`src/rtl/rv32_pkg.sv`:
```
// ============================================================================
// Module   : rv32_pkg
// Purpose  : Shared RV32 core types: LSU bridge states and memory opcodes.
// Revision : 1.0
// ============================================================================
`default_nettype none

package rv32_pkg;

  typedef enum logic [1:0] {
    IDLE     = 2'd0,
    WAIT_GNT = 2'd1,
    WAIT_RSP = 2'd2,
    DONE     = 2'd3
  } lsu_state_t;

  // Major opcodes decoded by ctrl_unit to raise mem_re_i / mem_we_i.
  localparam logic [6:0] OP_LOAD  = 7'b0000011;
  localparam logic [6:0] OP_STORE = 7'b0100011;

endpackage

`default_nettype wire

```
`src/rtl/lsu_bridge.sv`:
```
// ============================================================================
// Module   : lsu_bridge
// Purpose  : Single-cycle core data port to pipelined req/gnt/rsp bus bridge.
// Revision : 1.0
// ============================================================================
`default_nettype none

module lsu_bridge
  import rv32_pkg::*;
#(
  parameter int XLEN    = 32,
  parameter int TIMEOUT = 255
) (
  input  logic            clk_i,
  input  logic            rst_i,
  input  logic            mem_we_i,
  input  logic            mem_re_i,
  input  logic [XLEN-1:0] mem_addr_i,
  input  logic [XLEN-1:0] mem_data_i,
  output logic [XLEN-1:0] mem_data_o,
  output logic            stall_o,
  output logic            err_o,
  output logic            bus_req_o,
  output logic            bus_we_o,
  output logic [XLEN-1:0] bus_addr_o,
  output logic [XLEN-1:0] bus_wdata_o,
  input  logic            bus_gnt_i,
  input  logic            bus_rvalid_i,
  input  logic [XLEN-1:0] bus_rdata_i,
  input  logic            bus_err_i
);

  localparam int            CW      = $clog2(TIMEOUT + 1);
  localparam logic [CW-1:0] TO_LAST = CW'(TIMEOUT - 1);

  lsu_state_t      state_q, state_d;
  logic [CW-1:0]   cnt_q, cnt_d;
  logic            we_q, we_d;
  logic [XLEN-3:0] addr_q, addr_d;
  logic [XLEN-1:0] wdata_q, wdata_d;
  logic [XLEN-1:0] rdata_q, rdata_d;
  logic            err_q, err_d;
  logic            access;

  assign access = mem_we_i | mem_re_i;

  always_comb begin
    state_d = state_q;
    we_d    = we_q;
    addr_d  = addr_q;
    wdata_d = wdata_q;
    rdata_d = rdata_q;
    err_d   = err_q;
    stall_o = 1'b0;

    unique case (state_q)
      IDLE: begin
        stall_o = access;
        if (access) begin
          we_d    = mem_we_i;
          addr_d  = mem_addr_i[XLEN-1:2];
          wdata_d = mem_data_i;
          rdata_d = '0;
          if (mem_addr_i[1:0] != 2'b00) begin
            err_d   = 1'b1;
            state_d = DONE;
          end else begin
            state_d = WAIT_GNT;
          end
        end
      end
      WAIT_GNT: begin
        stall_o = 1'b1;
        // A grant in the final allowed cycle still wins over the timeout.
        if (bus_gnt_i) begin
          state_d = WAIT_RSP;
        end else if (cnt_q == TO_LAST) begin
          err_d   = 1'b1;
          state_d = DONE;
        end
      end
      WAIT_RSP: begin
        stall_o = 1'b1;
        if (bus_rvalid_i) begin
          if (!we_q && !bus_err_i) begin
            rdata_d = bus_rdata_i;
          end
          err_d   = err_q | bus_err_i;
          state_d = DONE;
        end else if (cnt_q == TO_LAST) begin
          err_d   = 1'b1;
          state_d = DONE;
        end
      end
      DONE: begin
        state_d = IDLE;
      end
      default: begin
        state_d = IDLE;
      end
    endcase

    if (state_d != state_q) begin
      cnt_d = '0;
    end else if (state_q == WAIT_GNT || state_q == WAIT_RSP) begin
      cnt_d = cnt_q + CW'(1);
    end else begin
      cnt_d = '0;
    end
  end

  always_ff @(posedge clk_i or negedge rst_i) begin
    if (!rst_i) begin
      state_q <= IDLE;
      cnt_q   <= '0;
      we_q    <= 1'b0;
      addr_q  <= '0;
      wdata_q <= '0;
      rdata_q <= '0;
      err_q   <= 1'b0;
    end else begin
      state_q <= state_d;
      cnt_q   <= cnt_d;
      we_q    <= we_d;
      addr_q  <= addr_d;
      wdata_q <= wdata_d;
      rdata_q <= rdata_d;
      err_q   <= err_d;
    end
  end

  assign bus_req_o   = (state_q == WAIT_GNT);
  assign bus_we_o    = we_q;
  assign bus_addr_o  = {addr_q, 2'b00};
  assign bus_wdata_o = wdata_q;
  assign mem_data_o  = rdata_q;
  assign err_o       = err_q;

endmodule

`default_nettype wire

```
`config.mk`:
```
export PLATFORM = sky130hd
export DESIGN_NAME = lsu_bridge
export DESIGN_NICKNAME = d
export VERILOG_FILES = /design/src/rtl/rv32_pkg.sv /design/src/rtl/lsu_bridge.sv
export SDC_FILE = /design/constraint.sdc
export NUM_CORES = 1
export LEC_CHECK = 0
export CORE_UTILIZATION = 25
export DETAILED_ROUTE_END_ITERATION = 7
export SETUP_SLACK_MARGIN = 0.3
export SLEW_MARGIN = 40
export SYNTH_ARGS = -nofsm -noshare
export SYNTH_HDL_FRONTEND = slang
export SYNTH_SLANG_ARGS = --single-unit
```
`constraint.sdc`:
```
create_clock -name clk_i -period 3.8 [get_ports clk_i]
set_input_delay 0.57 -clock clk_i [delete_from_list [all_inputs] [get_ports clk_i]]
set_output_delay 0.57 -clock clk_i [all_outputs]
set_load 0.03 [all_outputs]
```
Yosys cells after proc, flatten, opt, wreduce, memory -nomap -nowiden
Cells that the tools add are included.
{ "word_totals": {"n_memories": 0, "register_bits": 106, "output_inout_bits": 100, "rom_bits": 0, "word_cells": 51, "latch_bits": 0, "in_bits": 103, "mem_bits_rw": 0} }
{ "classes": {"n_mul": 0, "div_mod_pow": 0, "bitwise_logic": 2, "n_addsub": 1, "reduce_logical": 12, "shifts": 0, "n_lt_le_gt_ge": 0, "eq_ne": 10, "mux": 19} }
{ "op_table": {"columns": ["operator", "count"], "rows": [
  ["two-way mux 32 bit", 3],
  ["one-hot mux 32 bit (2 select lines)", 1],
  ["two-way mux 8 bit", 2],
  ["two-way mux 2 bit", 5],
  ["!= test 2 bit (second input constant)", 5],
  ["adder 8 x 1 -> 8 bit (second input constant)", 1],
  ["equality test 8 bit (second input constant)", 1],
  ["one-hot mux 2 bit (4 select lines)", 1],
  ["AND reduction 4 bit", 2],
  ["two-way mux 1 bit", 5],
  ["equality test 2 bit (second input constant)", 2],
  ["nonzero test 2 bit", 2],
  ["one-hot mux 1 bit (3 select lines)", 1],
  ["nonzero test 3 bit", 1],
  ["equality test 2 x 1 -> 1 bit (second input constant)", 1],
  ["logical NOT 1 bit", 2],
  ["logical NOT 2 bit", 1],
  ["!= test 2 bit", 1],
  ["OR 1 bit", 2],
  ["one-hot mux 1 bit (2 select lines)", 1],
  ["AND reduction 2 bit", 1],
  ["OR reduction 2 bit", 1],
  ["logical AND 1 bit", 1],
  ["logical OR 1 bit", 1]
]} }

Longest topological paths before layout
{ "depth": {"ltp_word": 6, "depth_mapped": 8, "ltp_nobuf": 6} }

Worst setup path after synthesis
Ideal clock, no wire load.
{ "synth_timing": {"path_kind": "flip-flop to output port", "from": "reg state_q[1]", "to": "out stall_o", "path_slack_ps": 1425, "path_stages_with_launch": 8, "arrival_ps": 1805, "t_required_ps": 3230, "path_buffers": 3, "path_cell_list": "dfrtp_1 inv_1 ha_1 buf_4 o21ai_1 buf_4 buf_4 a21oi_1"} }
{ "synth_between": {"elab_chain_len": 3, "word_cells_on_any_way": 5, "classes_between": "eq/ne: 2; mux: 1; reduce/logical: 2"} }
{ "synth_rtl": {"columns": ["item", "line", "rtl"], "rows": [
  ["from (decl)", "lsu_bridge.sv:36", "lsu_state_t state_q, state_d;"],
  ["from (signal assigned)", "lsu_bridge.sv:122", "state_q <= state_d;"],
  ["equality test 2 x 1 -> 1 bit / equality test 2 bit (equally long branches)", "lsu_bridge.sv:56", "unique case (state_q)"],
  ["OR reduction 2 bit (no line)", null, null],
  ["one-hot mux 1 bit (2 select lines) (*)", "lsu_bridge.sv:56", null],
  ["to (decl)", "lsu_bridge.sv:21", "output logic stall_o,"]
]} }
Every way passes the cells marked *; elsewhere a longest branch is shown, timed or not.

Final worst setup path
Ends and elaborated chain as after synthesis.

==> impl_metrics.toml <==
[detailed_routing]
first_pass_iters = 4
routed_via_density = 4.277
ant_nets = 0
initialDrtViolationCount = 109
wirelength_um = 11070
wl_per_cell_um = 14.12
drc = 0
num_vias = 3353

[critical_path]
critical_path.max_stage_delay_ns = 0.69
crit_slowest_cell = "clkdlybuf4s50_1"
cp_data_arrival_time_ns = 2.48
critPathRequiredTime_ns = 3.23
path_cells = "inv_1, ha_1, o21ai_4, a21oi_1, clkdlybuf4s50_1"
criticalPathCategory = "reg -> out"
endpoint_kind = "output port"
startpoint_type = "register"
crit_fanout = 11

[timing]
worst_slack_ns = 0.7509
hold_violations = 0
fin_crit_ns = 3.049
max_freq_mhz = 328.0
final-max-slew-violation-count = 0
finClkSkew_ns = 0.008623
setup_violations = 0
fin_crit_sh_pct = 80.24
max_slew_margin_pct = 51.40
fin_tns_setup_ns = 0
tightest_slew_ns = 0.7290
grt_setup_unrepaired = "no"

[logic_synthesis]
synthCells = 356
synth-edff-count = 0
synth_seq_cells = 106
synthFlopType = "dfrtp_1"
async_flop_share_pct = 100.0
synth_cell_types = 41
avgSynthCellArea_um2 = 12.47
yosysWarnings = 0
synth-seq-area-share_pct = 59.77
synth_area_um2 = 4438

[global_route]
grt.overflow.total = 0
grt_max_degree = 81
grt_pass1_vias = 3481
grtUsageTotal_pct = 12.46
antenna_found_initial = 0
grt_pass1_wl_um = 17840

[power_and_ir_drop]
p_per_area_nw_per_um2 = 942.0
peakVddDrop_uv = 503.1
p_leak_nw = 2.863

[finish]
num-nets-final = 664
regArea_um2 = 2653
finalNonFillerCells = 784
fillCellCount = 1621
diodes = 0
drive_above_1_share_pct = 16.64
multi_input_area_um2 = 1667
final_cell_mix = "199 x clkdlybuf4s50_1, 106 x dfrtp_1, 69 x nand2_1"
area_growth_pct = 57.49
mostFrequentLayoutCell = "clkdlybuf4s50_1"
fin_util_pct = 40.41

[run]
cap_violations = 0

[floorplan]
die_area_um2 = 18290
initial_utilization_pct = 25.66
core.rowCount = 48
die_w_um = 135.2
io-pin-count = 203
die_y_um = 135.2
design.core.area_um2 = 17300

[clock_tree]
clock-root-buffer = "clkbuf_16"
post_cts_buffers = 0
clock_sinks = 106
cts_inserted_buffers = 9
tritoncts = "built"
clk_pin_slew_ns = 0.07
clk_path_buf_depth = 2
postCtsResizedCells = 0
htree_levels = 3
clock_latency_ns = 0.34
cts_hold_buf = 0

[place]
dpl.cell_count = 768
place_ws_ns = 1.011
gp_congestion = 0.7519
post-dp-hpwl_um = 8185
io_buffers = 200

[hold_path]
hold_class = "in -> async"

[status]
status = "finished, final reports clean"
-- kinds of logic (layout without fill, tap and decap cells) --
kind of cell | count (synthesis) | in the layout | synth area share, %
compound gates | 50 | 50 | 7.330
other cells | 1 | 2 | 0.08450
flops | 106 | 106 | 59.77
mux | 62 | 62 | 15.73
xor+xnor | 6 | 6 | 1.184
fa+ha+maj | 7 | 7 | 1.973
buf+inv | 24 | 226 | 3.186
simple gates | 100 | 100 | 10.74
-- layer usage --
layer / GRT usage, % / wire [µm]
met1: 15.76 / 4841
met5: 0 / 0
met2: 20.20 / 5168
met3: 3.554 / 923
met4: 4.494 / 136
-- per-stage QoR --
stage	area, µm²	hold WS [ns]	total power (W)
3_5_place_dp	6679	0.4706	0.005701
3_3_place_gp	6645	0.4610	0.005594
6_report	6989	0.2726	0.006583
2_1_floorplan	4442	0.2744	0.004207
4_1_cts	6985	0.2964	0.006682
5_1_grt	6989	0.3200	0.007013
-- path summary, 6_finish.rpt --
path | depth (start not counted) | slack, ns | end | startpoint
worst max-delay path | 5 | 0.75 | stall_o | state_q[1]
worst min-delay path | 1 | 0.27 | addr_q[14] | rst_i
worst max register to register | 7 | 1.16 | mem_data_o[16] | state_q[1]
worst min register to register | 2 | 0.48 | mem_data_o[10] | mem_data_o[10]
max in group asynchronous | 2 | 2.84 | bus_wdata_o[19] | rst_i
min in group clk_i | 2 | 0.48 | mem_data_o[10] | mem_data_o[10]
-- worst max-delay path, delay by kind of cell, from the launching register on --
family,cells,cell delay [ns]
buffers and inverters,2,0.84
AOI/OAI and AO/OA,2,0.30
adders and majority gates,1,0.51
DFF,1,0.49
-- registers in the layout, summed over array words and instances, names as in the netlist --
name and flops:
cnt_q 8, mem_data_o 32, bus_wdata_o 32, err_o 1, bus_we_o 1, state_q 2, addr_q 30
-- report_power, final --
| group | leakage (nW) | internal (W) | switching (W) |
|---|---|---|---|
| clock network | 0.146 | 0.000533 | 0.000407 |
| logic | 1.40 | 0.00164 | 0.00204 |
| registers | 1.32 | 0.00167 | 0.000302 |
| total | 2.86 | 0.00383 | 0.00275 |
-- synth_stat cells (all sizes together), types with 2 or more instances --
| cell | count | area share (%) |
|---|---|---|
| nor2b | 2 | 0.28 |
| inv | 4 | 0.34 |
| a211o | 2 | 0.39 |
| xor2 | 5 | 0.99 |
| dfrtp | 106 | 60 |
| mux2 | 62 | 16 |
| nand3 | 4 | 0.45 |
| nor2 | 5 | 0.42 |
| nor4 | 8 | 1.1 |
| nor3 | 2 | 0.34 |
| nand4 | 2 | 0.62 |
| a21oi | 3 | 0.34 |
| o32a | 2 | 0.45 |
| a211oi | 2 | 0.34 |
| buf | 15 | 2.4 |
| ha | 7 | 2.0 |
| nand2 | 69 | 5.8 |
| clkbuf | 5 | 0.48 |
| o21ai | 34 | 3.8 |
-- layout make-up --
type                       instances  area share [%]
timing repair buffer             206           29.57
sequential                       106           37.95
tap                              225           4.028
multi-input combinational        227           23.85
clock inverter                     5          0.9130
inverter                           4          0.2148
clock buffer                      11           3.473
(Power assumes the default switching activity.)
